<file path="src/rtl/tile_seq_pkg.sv">
// Shared types and helpers for the tile sequencer: FSM state encoding and
// drain-interval arithmetic derived from the PE array geometry.
package tile_seq_pkg;

  typedef enum logic [3:0] {
    S_IDLE,
    S_ROUTE,
    S_WAIT_RDY,
    S_POP,
    S_COMPUTE,
    S_DRAIN,
    S_PSUM,
    S_OUT,
    S_NEXT,
    S_DONE
  } seq_state_e;

  localparam int unsigned DEF_ROWS = 2;
  localparam int unsigned DEF_COLS = 2;
  // Drain counter width for the default 2x2 array; the top re-derives it from its own ROWS/COLS.
  localparam int unsigned DRAIN_W  = $clog2(DEF_ROWS + DEF_COLS);

  // Cycles for the last psum to ripple out of a ROWS x COLS systolic array.
  function automatic int unsigned drain_cycles(input int unsigned rows, input int unsigned cols);
    return rows + cols - 1;
  endfunction

endpackage

</file>
<file path="src/rtl/seq_cycle_counter.sv">
// Up-counter with synchronous clear (dominant over enable) and a terminal-count
// flag raised while the count equals LAST.
module seq_cycle_counter #(
  parameter int W = 4,
  parameter logic [W-1:0] LAST = '1
) (
  input  logic         i_clk,
  input  logic         i_nrst,
  input  logic         clr,
  input  logic         en,
  output logic [W-1:0] count,
  output logic         tc
);

  always_ff @(posedge i_clk or negedge i_nrst) begin
    if (!i_nrst)   count <= '0;
    else if (clr)  count <= '0;
    else if (en)   count <= count + 1'b1;
  end

  assign tc = (count == LAST);

endmodule

</file>
<file path="src/rtl/tile_sequencer.sv">
// Weight-tile x input-tile schedule sequencer driving the IR/WR/OR routers.
// Optional watchdog: define TILE_SEQ_TIMEOUT_EN to abort stalled phases and flag o_error.
module tile_sequencer
  import tile_seq_pkg::*;
#(
  parameter int ROWS           = 2,
  parameter int COLS           = 2,
  parameter int CNT_WIDTH      = 8,
  parameter int TIMEOUT_CYCLES = 1024
) (
  input  logic                 i_clk,
  input  logic                 i_nrst,
  input  logic                 i_reg_clear,
  input  logic                 i_start,
  input  logic [CNT_WIDTH-1:0] i_num_wtiles,
  input  logic [CNT_WIDTH-1:0] i_num_itiles,
  input  logic                 i_ir_ready,
  input  logic                 i_wr_ready,
  input  logic                 i_ir_context_done,
  input  logic                 i_or_done,
  output logic                 o_ir_en,
  output logic                 o_wr_en,
  output logic                 o_ir_pop_en,
  output logic                 o_wr_pop_en,
  output logic                 o_ir_fifo_ptr_reset,
  output logic                 o_psum_out_en,
  output logic                 o_or_en,
  output logic [CNT_WIDTH-1:0] o_wtile_idx,
  output logic [CNT_WIDTH-1:0] o_itile_idx,
  output logic                 o_busy,
  output logic                 o_done,
  output logic                 o_error
);

  localparam int DRAIN_CW = $clog2(ROWS + COLS);
  localparam logic [DRAIN_CW-1:0] DRAIN_LAST = DRAIN_CW'(drain_cycles(ROWS, COLS) - 1);

  seq_state_e           state_q, state_d;
  logic [CNT_WIDTH-1:0] nw_q, nw_d, ni_q, ni_d;
  logic [CNT_WIDTH-1:0] widx_q, widx_d, iidx_q, iidx_d;
  logic                 route_w_q, route_w_d;
  logic                 last_itile, last_wtile;
  logic [DRAIN_CW-1:0]  drain_cnt;
  logic                 drain_tc;

  // Cleared whenever outside DRAIN, so each DRAIN visit starts from zero.
  seq_cycle_counter #(.W(DRAIN_CW), .LAST(DRAIN_LAST)) u_drain_cnt (
    .i_clk (i_clk),
    .i_nrst(i_nrst),
    .clr   (i_reg_clear || (state_q != S_DRAIN)),
    .en    (state_q == S_DRAIN),
    .count (drain_cnt),
    .tc    (drain_tc)
  );

`ifdef TILE_SEQ_TIMEOUT_EN
  localparam int WD_W = $clog2(TIMEOUT_CYCLES + 1);
  localparam logic [WD_W-1:0] WD_LAST = WD_W'(TIMEOUT_CYCLES - 1);

  logic            err_q, err_d;
  logic            wd_watch, wd_tc;
  logic [WD_W-1:0] wd_cnt;

  // Watched states are never adjacent, so clearing outside them resets on every state change.
  assign wd_watch = (state_q == S_WAIT_RDY) || (state_q == S_COMPUTE) || (state_q == S_OUT);

  seq_cycle_counter #(.W(WD_W), .LAST(WD_LAST)) u_wd_cnt (
    .i_clk (i_clk),
    .i_nrst(i_nrst),
    .clr   (i_reg_clear || !wd_watch),
    .en    (wd_watch),
    .count (wd_cnt),
    .tc    (wd_tc)
  );

  assign o_error = err_q;
`else
  assign o_error = 1'b0;
`endif

  assign last_itile = !(iidx_q < ni_q - 1'b1);
  assign last_wtile = !(widx_q < nw_q - 1'b1);

  always_comb begin
    state_d   = state_q;
    nw_d      = nw_q;
    ni_d      = ni_q;
    widx_d    = widx_q;
    iidx_d    = iidx_q;
    route_w_d = route_w_q;
`ifdef TILE_SEQ_TIMEOUT_EN
    err_d     = err_q;
`endif
    case (state_q)
      S_IDLE: if (i_start) begin
        state_d   = S_ROUTE;
        nw_d      = (i_num_wtiles == '0) ? CNT_WIDTH'(1) : i_num_wtiles;
        ni_d      = (i_num_itiles == '0) ? CNT_WIDTH'(1) : i_num_itiles;
        widx_d    = '0;
        iidx_d    = '0;
        route_w_d = 1'b1;
      end
      S_ROUTE:    state_d = S_WAIT_RDY;
      S_WAIT_RDY: if (i_ir_ready && i_wr_ready) state_d = S_POP;
      S_POP:      state_d = S_COMPUTE;
      S_COMPUTE:  if (i_ir_context_done) state_d = S_DRAIN;
      S_DRAIN:    if (drain_tc) state_d = S_PSUM;
      S_PSUM:     state_d = S_OUT;
      S_OUT:      if (i_or_done) state_d = S_NEXT;
      S_NEXT: begin
        if (!last_itile) begin
          iidx_d    = iidx_q + 1'b1;
          route_w_d = 1'b0;
          state_d   = S_ROUTE;
        end else if (!last_wtile) begin
          widx_d    = widx_q + 1'b1;
          iidx_d    = '0;
          route_w_d = 1'b1;
          state_d   = S_ROUTE;
        end else begin
          state_d   = S_DONE;
        end
      end
      S_DONE:     state_d = S_IDLE;
      default:    state_d = S_IDLE;
    endcase
`ifdef TILE_SEQ_TIMEOUT_EN
    if (wd_watch && wd_tc) begin
      state_d = S_IDLE;
      err_d   = 1'b1;
    end
`endif
    if (i_reg_clear) begin
      state_d   = S_IDLE;
      nw_d      = '0;
      ni_d      = '0;
      widx_d    = '0;
      iidx_d    = '0;
      route_w_d = 1'b0;
`ifdef TILE_SEQ_TIMEOUT_EN
      err_d     = 1'b0;
`endif
    end
  end

  always_ff @(posedge i_clk or negedge i_nrst) begin
    if (!i_nrst) begin
      state_q   <= S_IDLE;
      nw_q      <= '0;
      ni_q      <= '0;
      widx_q    <= '0;
      iidx_q    <= '0;
      route_w_q <= 1'b0;
    end else begin
      state_q   <= state_d;
      nw_q      <= nw_d;
      ni_q      <= ni_d;
      widx_q    <= widx_d;
      iidx_q    <= iidx_d;
      route_w_q <= route_w_d;
    end
  end

`ifdef TILE_SEQ_TIMEOUT_EN
  always_ff @(posedge i_clk or negedge i_nrst) begin
    if (!i_nrst) err_q <= 1'b0;
    else         err_q <= err_d;
  end
`endif

  assign o_ir_en             = (state_q == S_ROUTE);
  assign o_wr_en             = (state_q == S_ROUTE) && route_w_q;
  assign o_ir_pop_en         = (state_q == S_POP);
  assign o_wr_pop_en         = (state_q == S_POP);
  assign o_ir_fifo_ptr_reset = (state_q == S_NEXT) && last_itile && !last_wtile;
  assign o_psum_out_en       = (state_q == S_PSUM);
  assign o_or_en             = (state_q == S_OUT);
  assign o_wtile_idx         = widx_q;
  assign o_itile_idx         = iidx_q;
  assign o_busy              = (state_q != S_IDLE);
  assign o_done              = (state_q == S_DONE);

endmodule
</file>
<file path="config.mk">
export PLATFORM = sky130hd
export DESIGN_NAME = tile_sequencer
export DESIGN_NICKNAME = d
export VERILOG_FILES = /design/src/rtl/tile_seq_pkg.sv /design/src/rtl/seq_cycle_counter.sv /design/src/rtl/tile_sequencer.sv
export SDC_FILE = /design/constraint.sdc
export NUM_CORES = 1
export LEC_CHECK = 0
export CAP_MARGIN = 25
export CORE_ASPECT_RATIO = 1.2
export CORE_MARGIN = 2
export CORE_UTILIZATION = 53
export DETAILED_ROUTE_END_ITERATION = 7
export MAX_ROUTING_LAYER = met4
export PLACE_DENSITY = 0.81
export SYNTH_ARGS = -nofsm -noshare
export SYNTH_HDL_FRONTEND = slang
export SYNTH_SLANG_ARGS = --single-unit
</file>
<file path="constraint.sdc">
create_clock -name i_clk -period 4.7 [get_ports i_clk]
set_clock_uncertainty 0.2 [all_clocks]
set_input_delay 0.94 -clock i_clk [delete_from_list [all_inputs] [get_ports i_clk]]
set_output_delay 0.94 -clock i_clk [all_outputs]
set_load 0.01 [all_outputs]
</file>
==> flow_summary.json, run 1 <==
{
  "clk-insertion-delay-late_ns": 0.30,
  "fin_ws_ns": 0.1603,
  "synth-async-reset-ratio": 1.000,
  "cts_max_path_buffers": 2,
  "viasPerCell": 5.976,
  "dpl_cell_area_um2": 3206,
  "n_fill_cell": 430,
  "hold_viol": 0,
  "drc_errors": 0,
  "design_area_um2": 3353,
  "syn_nets": 364,
  "cts.sinks": 39,
  "synth-edff-count": 0,
  "synth_cell_type_count": 51,
  "placement.io_buffers": 48,
  "drt_first_pass_iters": 4,
  "cp_data_required_time_ns": 3.56,
  "synthFlopType": "dfrtp_1",
  "ys_top_cells_by_count": "55 x nand2_1, 39 x dfrtp_1, 21 x a21oi_1",
  "cts_tree": "built",
  "vdd_ir_drop_max_uv": 294.0,
  "design.die.area_um2": 5791,
  "vias": 2498,
  "powerDensity_nw_per_um2": 356.1,
  "chipHeight_um": 82.96,
  "period_share": 0.9659,
  "seqPwrFrac": 0.362,
  "synth_top_area_frac": 0.3544,
  "max_slew_margin": 0.3455,
  "p_comb_frac": 0.392,
  "synth-compound-area-share": 0.1695,
  "p_clk_frac": 0.246,
  "wirelength_um": 6528,
  "die_x_um": 69.80,
  "endpoint_kind": "output pin",
  "final_core_util": 0.6740,
  "synthMuxAreaShare": 0.03726,
  "yosysWarnings": 0,
  "synth_area_leaders": "dfrtp_1 35%, ha_1 8.6%, nand2_1 7.5%, a21oi_1 3.8%, xnor2_1 3.5%",
  "synth_top_area_cell": "dfrtp_1",
  "synth_cells": 321,
  "grt_pass1_vias": 2323,
  "design.core.area_um2": 4975,
  "path_clk_slew_ns": 0.08,
  "synth-simple-area-share": 0.2549,
  "fin_setup_tns_ns": 0,
  "drtIter0Drc": 233,
  "synth_xor_area_frac": 0.04134,
  "fin_crit_ns": 4.540,
  "initial_core_util": 0.5536,
  "areaGrowthSynthToFinish_pct": 21.76,
  "rsz0062_at_grt": "false",
  "wire_per_inst_um": 15.62,
  "num_rows": 28,
  "htree_levels": 2,
  "n_antenna_cell": 0,
  "place_congestion": 0.8433,
  "instances_no_fill": 418,
  "p_total_mw": 1.194,
  "antenna_found_initial": 0,
  "post-place-ws_ns": 0.3253,
  "grt_pass1_wl_um": 10720,
  "hold_class": "reg2reg",
  "worstSetupPathType": "reg2out",
  "crit_arrival_ns": 3.40,
  "internal_power_mw": 0.7592,
  "slew_violations": 0,
  "syn_area_per_cell_um2": 8.579,
  "yosysMostFrequentCell": "nand2_1",
  "layout.nets": 400,
  "power.net_switching_mw": 0.4349,
  "cap_violations": 0,
  "drive_gt1_frac": 0.07821,
  "whs_ns": 0.2412,
  "yosysSeqAreaShare": 0.3544,
  "postCtsHoldBufs": 0,
  "clock.fmax_mhz": 220.3,
  "cts_setup_buffers": 0,
  "start_kind": "flip-flop",
  "dp.cells": 410,
  "crit_fanout": 4,
  "yosys.area_share.adder": 0.08632,
  "grt_usage": 0.2324,
  "cts_buffers": 5,
  "ant_nets": 0,
  "gr-total-overflow": 0,
  "worstMarginPinSlew_ns": 0.9752,
  "grt_max_degree": 40,
  "p_sw_frac": 0.3642,
  "setup_viol": 0,
  "root_buffer": "clkbuf_8",
  "place_hpwl_um": 4689,
  "ys_ff_latch": 39,
  "power_leakage_nw": 1.422,
  "status": "complete, no violations",
  "syn_area_um2": 2754,
  "synth_top_family_by_area": "simple AND/OR/NAND/NOR gates",
  "ioPinCount": 50
}
[state kept, by name, indices dropped and copies added (netlist names)]
register and count:
state_q 4, o_itile_idx 8, u_drain_cnt.count 2, nw_q 8, ni_q 8, route_w_q 1, o_wtile_idx 8
[worst max-delay path, cell delays in order, from the launching register on]
cell and delay [ns]:
dfrtp_1 0.42, or4_4 0.55, nor4_2 0.20, xnor2_1 0.17, ha_1 0.28, and3_1 0.22, a221oi_2 0.30, o21a_1 0.21
nand2_2 0.10, nor2_2 0.11, clkdlybuf4s50_1 0.54
[cells in the final DEF, fill, tap and decap left out, types with 3 or more instances in the layout]
cell and count:
nor3b_1 3, nand4_1 3, inv_1 10, ha_1 19, nand2_1 54, a21oi_1 21
nor3_1 15, nor2_1 15, o21a_1 6, or2_2 3, xnor2_1 11, o21ai_1 7
mux2i_1 8, a22oi_1 6, nand2b_1 4, nor4_1 7, a31oi_1 3, nand3_1 8
nor2b_1 4, dfrtp_1 39, nor4b_1 3, or4_1 3, clkbuf_8 6, o21ai_0 6
a211oi_1 3, clkdlybuf4s50_1 47, and3_1 4
[metal layers]
layer | GRT usage | vias to the layer above | share of wire
met5 | - | - | 0
met4 | 0.07343 | 0 | 0.021
met3 | 0.03762 | 11 | 0.035
met2 | 0.3723 | 63 | 0.48
met1 | 0.3023 | 1199 | 0.46
li1 | - | 1225 | -
[final cells by class]
| type | instances | area [um2] | share of cell area |
|---|---|---|---|
| multi-input cells | 251 | 1657 | 0.4940 |
| inverters | 10 | 37.54 | 0.01119 |
| well taps | 60 | 75.07 | 0.02239 |
| clock buffers | 6 | 82.58 | 0.02463 |
| repair buffers | 50 | 490.5 | 0.1463 |
| flip-flops and latches | 39 | 975.9 | 0.2910 |
| clock inverters | 2 | 35.03 | 0.01045 |
[power groups by stage]
stage / registers (mW) / clock network (mW) / logic (mW)
2_1_floorplan: 0.406 / 0 / 0.362
4_1_cts: 0.431 / 0.296 / 0.454
3_3_place_gp: 0.435 / 0 / 0.436
3_5_place_dp: 0.438 / 0 / 0.449
6_report: 0.433 / 0.294 / 0.468
5_1_grt: 0.440 / 0.310 / 0.526
[path summary, 6_finish.rpt]
kind	startpoint	end	slack, ns	depth (start not counted)
min in group asynchronous	i_nrst	ni_q[0]	0.56	1
min	u_drain_cnt.count[0]	u_drain_cnt.count[0]	0.24	1
max reg2reg	nw_q[5]	o_wtile_idx[5]	1.20	9
min reg2reg	u_drain_cnt.count[0]	u_drain_cnt.count[0]	0.24	1
max	nw_q[5]	o_ir_fifo_ptr_reset	0.16	10
max in group asynchronous	i_nrst	route_w_q	3.19	1
[cells by family (layout without fill, tap and decap cells)]
family,Yosys count,count (layout)
AO/OA/AOI/OAI,69,69
XOR/XNOR,13,13
adder cells (fa/ha/maj),19,19
buffers and inverters,31,68
flip-flops,39,39
multiplexers,10,10
other,1,1
AND/OR/NAND/NOR,139,139
[repair_timing]
item | CTS | global route
endpoints found under the setup margin | 1 | 1
resized for setup | 1 | 6
pin swaps | 0 | 1
No activity file was read; power rests on OpenSTA's default activity.
==> run 2: changes to the inputs <==
--- a/config.mk
+++ b/config.mk
@@ -10,6 +10,7 @@
 export CORE_MARGIN = 2
 export CORE_UTILIZATION = 53
 export DETAILED_ROUTE_END_ITERATION = 7
+export HOLD_SLACK_MARGIN = 0.08
 export MAX_ROUTING_LAYER = met4
 export PLACE_DENSITY = 0.81
 export SYNTH_ARGS = -nofsm -noshare
==> constraint.sdc (replaced) <==
create_clock -name i_clk -period 4.95 [get_ports i_clk]
set_clock_uncertainty 0.2 [all_clocks]
set_input_delay 0.99 -clock i_clk [delete_from_list [all_inputs] [get_ports i_clk]]
set_output_delay 0.99 -clock i_clk [all_outputs]
set_load 0.01 [all_outputs]
==> run 2 against run 1 <==
Critical path depth did not move. Sequential share of layout area is 0.44 points higher. Clock power fell by 26%. Via count up 1.4%. Register-to-register slack improved by 0.24 ns. Non-clock buffer count increased by 1. Hold slack got worse by 0.0069 ns. Highest routed layer unchanged. Utilization is 1.0 points lower. Total power shrank 12%. Sequential power decreased by 5.5%. Final cell count increased by 0.24%.
==> flow_summary.json, run 2 (synthesis results as in run 1) <==
{
  "status": "complete, no violations",
  "multiInputGateArea_um2": 1628,
  "die_x_um": 69.80,
  "ioPinCount": 50,
  "grt_pass1_vias": 2459,
  "initial_core_util": 0.5536,
  "drive_gt1_frac": 0.06964,
  "htree_levels": 2,
  "final_cell_mix": "55 x nand2_1, 47 x clkdlybuf4s50_1, 39 x dfrtp_1, 21 x a21oi_1, 19 x ha_1",
  "setup_viol": 0,
  "fin_setup_tns_ns": 0,
  "place_congestion": 0.8267,
  "cts.sinks": 39,
  "place_hpwl_um": 4597,
  "grt_max_degree": 40,
  "viasPerCell": 6.043,
  "cp_data_required_time_ns": 3.76,
  "slew_violations": 0,
  "gr-total-overflow": 0,
  "cp-endpoint": "o_ir_fifo_ptr_reset",
  "design.core.area_um2": 4975,
  "hold_class": "reg2reg",
  "endpoint_kind": "output pin",
  "whs_ns": 0.2344,
  "clk-insertion-delay-late_ns": 0.29,
  "n_fill_cell": 427,
  "clock.fmax_mhz": 214.1,
  "path_clk_slew_ns": 0.08,
  "max_slew_margin": 0.3583,
  "grt_usage": 0.2346,
  "seqCellArea_um2": 975.9,
  "design.die.area_um2": 5791,
  "vias": 2532,
  "seqPwrFrac": 0.387,
  "r2r_end": "o_wtile_idx[5]",
  "cts_tree": "built",
  "ff2ff_setup_slack_ns": 1.44,
  "internal_power_mw": 0.6506,
  "start_kind": "flip-flop",
  "worstSetupPathType": "reg2out",
  "chipHeight_um": 82.96,
  "p_comb_frac": 0.407,
  "cts_max_path_buffers": 2,
  "timing.rr.start": "nw_q[5]",
  "crit_arrival_ns": 3.48,
  "cap_violations": 0,
  "powerDensity_nw_per_um2": 319.7,
  "fin_crit_ns": 4.671,
  "placement.io_buffers": 48,
  "final_core_util": 0.6640,
  "period_share": 0.9436,
  "rsz0062_at_grt": "false",
  "p_sw_frac": 0.3839,
  "vdd_ir_drop_max_uv": 255.7,
  "cts_buffers": 5,
  "cp-startpoint": "nw_q[5]",
  "ant_nets": 0,
  "areaGrowthSynthToFinish_pct": 19.95,
  "crit_fanout": 4,
  "post-place-ws_ns": 0.4311,
  "drtIter0Drc": 183,
  "layout_commonest_cell": "nand2_1",
  "n_antenna_cell": 0,
  "num_rows": 28,
  "worstMarginPinSlew_ns": 0.9596,
  "power.net_switching_mw": 0.4053,
  "fin_ws_ns": 0.2793,
  "p_clk_frac": 0.205,
  "layout.nets": 401,
  "root_buffer": "clkbuf_8",
  "p_total_mw": 1.056,
  "wire_per_inst_um": 15.33,
  "grt_pass1_wl_um": 11030,
  "rr_worst_depth": 10,
  "drc_errors": 0,
  "antenna_found_initial": 0,
  "power_leakage_nw": 1.400,
  "hold_viol": 0,
  "drt_first_pass_iters": 4,
  "wirelength_um": 6422
}
[run 2: per-stage QoR]
step	instance area (um2)	cells
5_1_grt	3303	419
4_1_cts	3287	417
2_1_floorplan	2754	321
6_report	3303	419
3_3_place_gp	3198	409
3_5_place_dp	3198	409
[run 2: worst max-delay path, cell delays in order, from the launching register on]
cell and delay, ns:
dfrtp_1 0.41, or4_1 0.54, nor4_1 0.25, xnor2_1 0.16, ha_1 0.26, and3_1 0.20
a221oi_1 0.33, o21a_2 0.22, nand2_1 0.11, nor2_1 0.16, clkdlybuf4s50_1 0.56
[run 2: area by class of cell]
class,count,share of cell area
Sequential cell,39,0.2955
Clock inverter,3,0.006061
Tap cell,60,0.02273
Multi-Input combinational cell,251,0.4928
Clock buffer,5,0.02083
Inverter,10,0.01136
Timing Repair Buffer,51,0.1508
[run 2: metal layers]
layer	global-route usage	wire (um)	part of all wire
met1	0.2942	2741	0.43
met2	0.3810	3304	0.51
met3	0.04126	308	0.048
met5	-	0	0
met4	0.08392	67	0.010
[run 2: repair_timing]
action	4_1_cts	5_1_grt
hold buffers	0	0
resized for setup	0	2
endpoints found under the setup margin	0	1
buffers inserted	0	1
endpoints found under the hold margin	0	0
[run 2: worst min path at each step]
stage	startpoint	to	slack, ns	cells after the start
floorplan	u_drain_cnt.count[0]	u_drain_cnt.count[0]	0.21	1
global placement	u_drain_cnt.count[0]	u_drain_cnt.count[0]	0.23	1
detailed placement	u_drain_cnt.count[0]	u_drain_cnt.count[0]	0.23	1
CTS	u_drain_cnt.count[0]	u_drain_cnt.count[0]	0.24	1
global route	u_drain_cnt.count[0]	u_drain_cnt.count[0]	0.27	1
finish	u_drain_cnt.count[0]	u_drain_cnt.count[0]	0.23	1
[run 2: power groups by stage]
stage	registers (mW)	clock network, mW	logic [mW]
finish	0.409	0.217	0.430
global route	0.414	0.237	0.486
CTS	0.408	0.223	0.433
detailed placement	0.415	0	0.431
global placement	0.412	0	0.413
floorplan	0.386	0	0.344
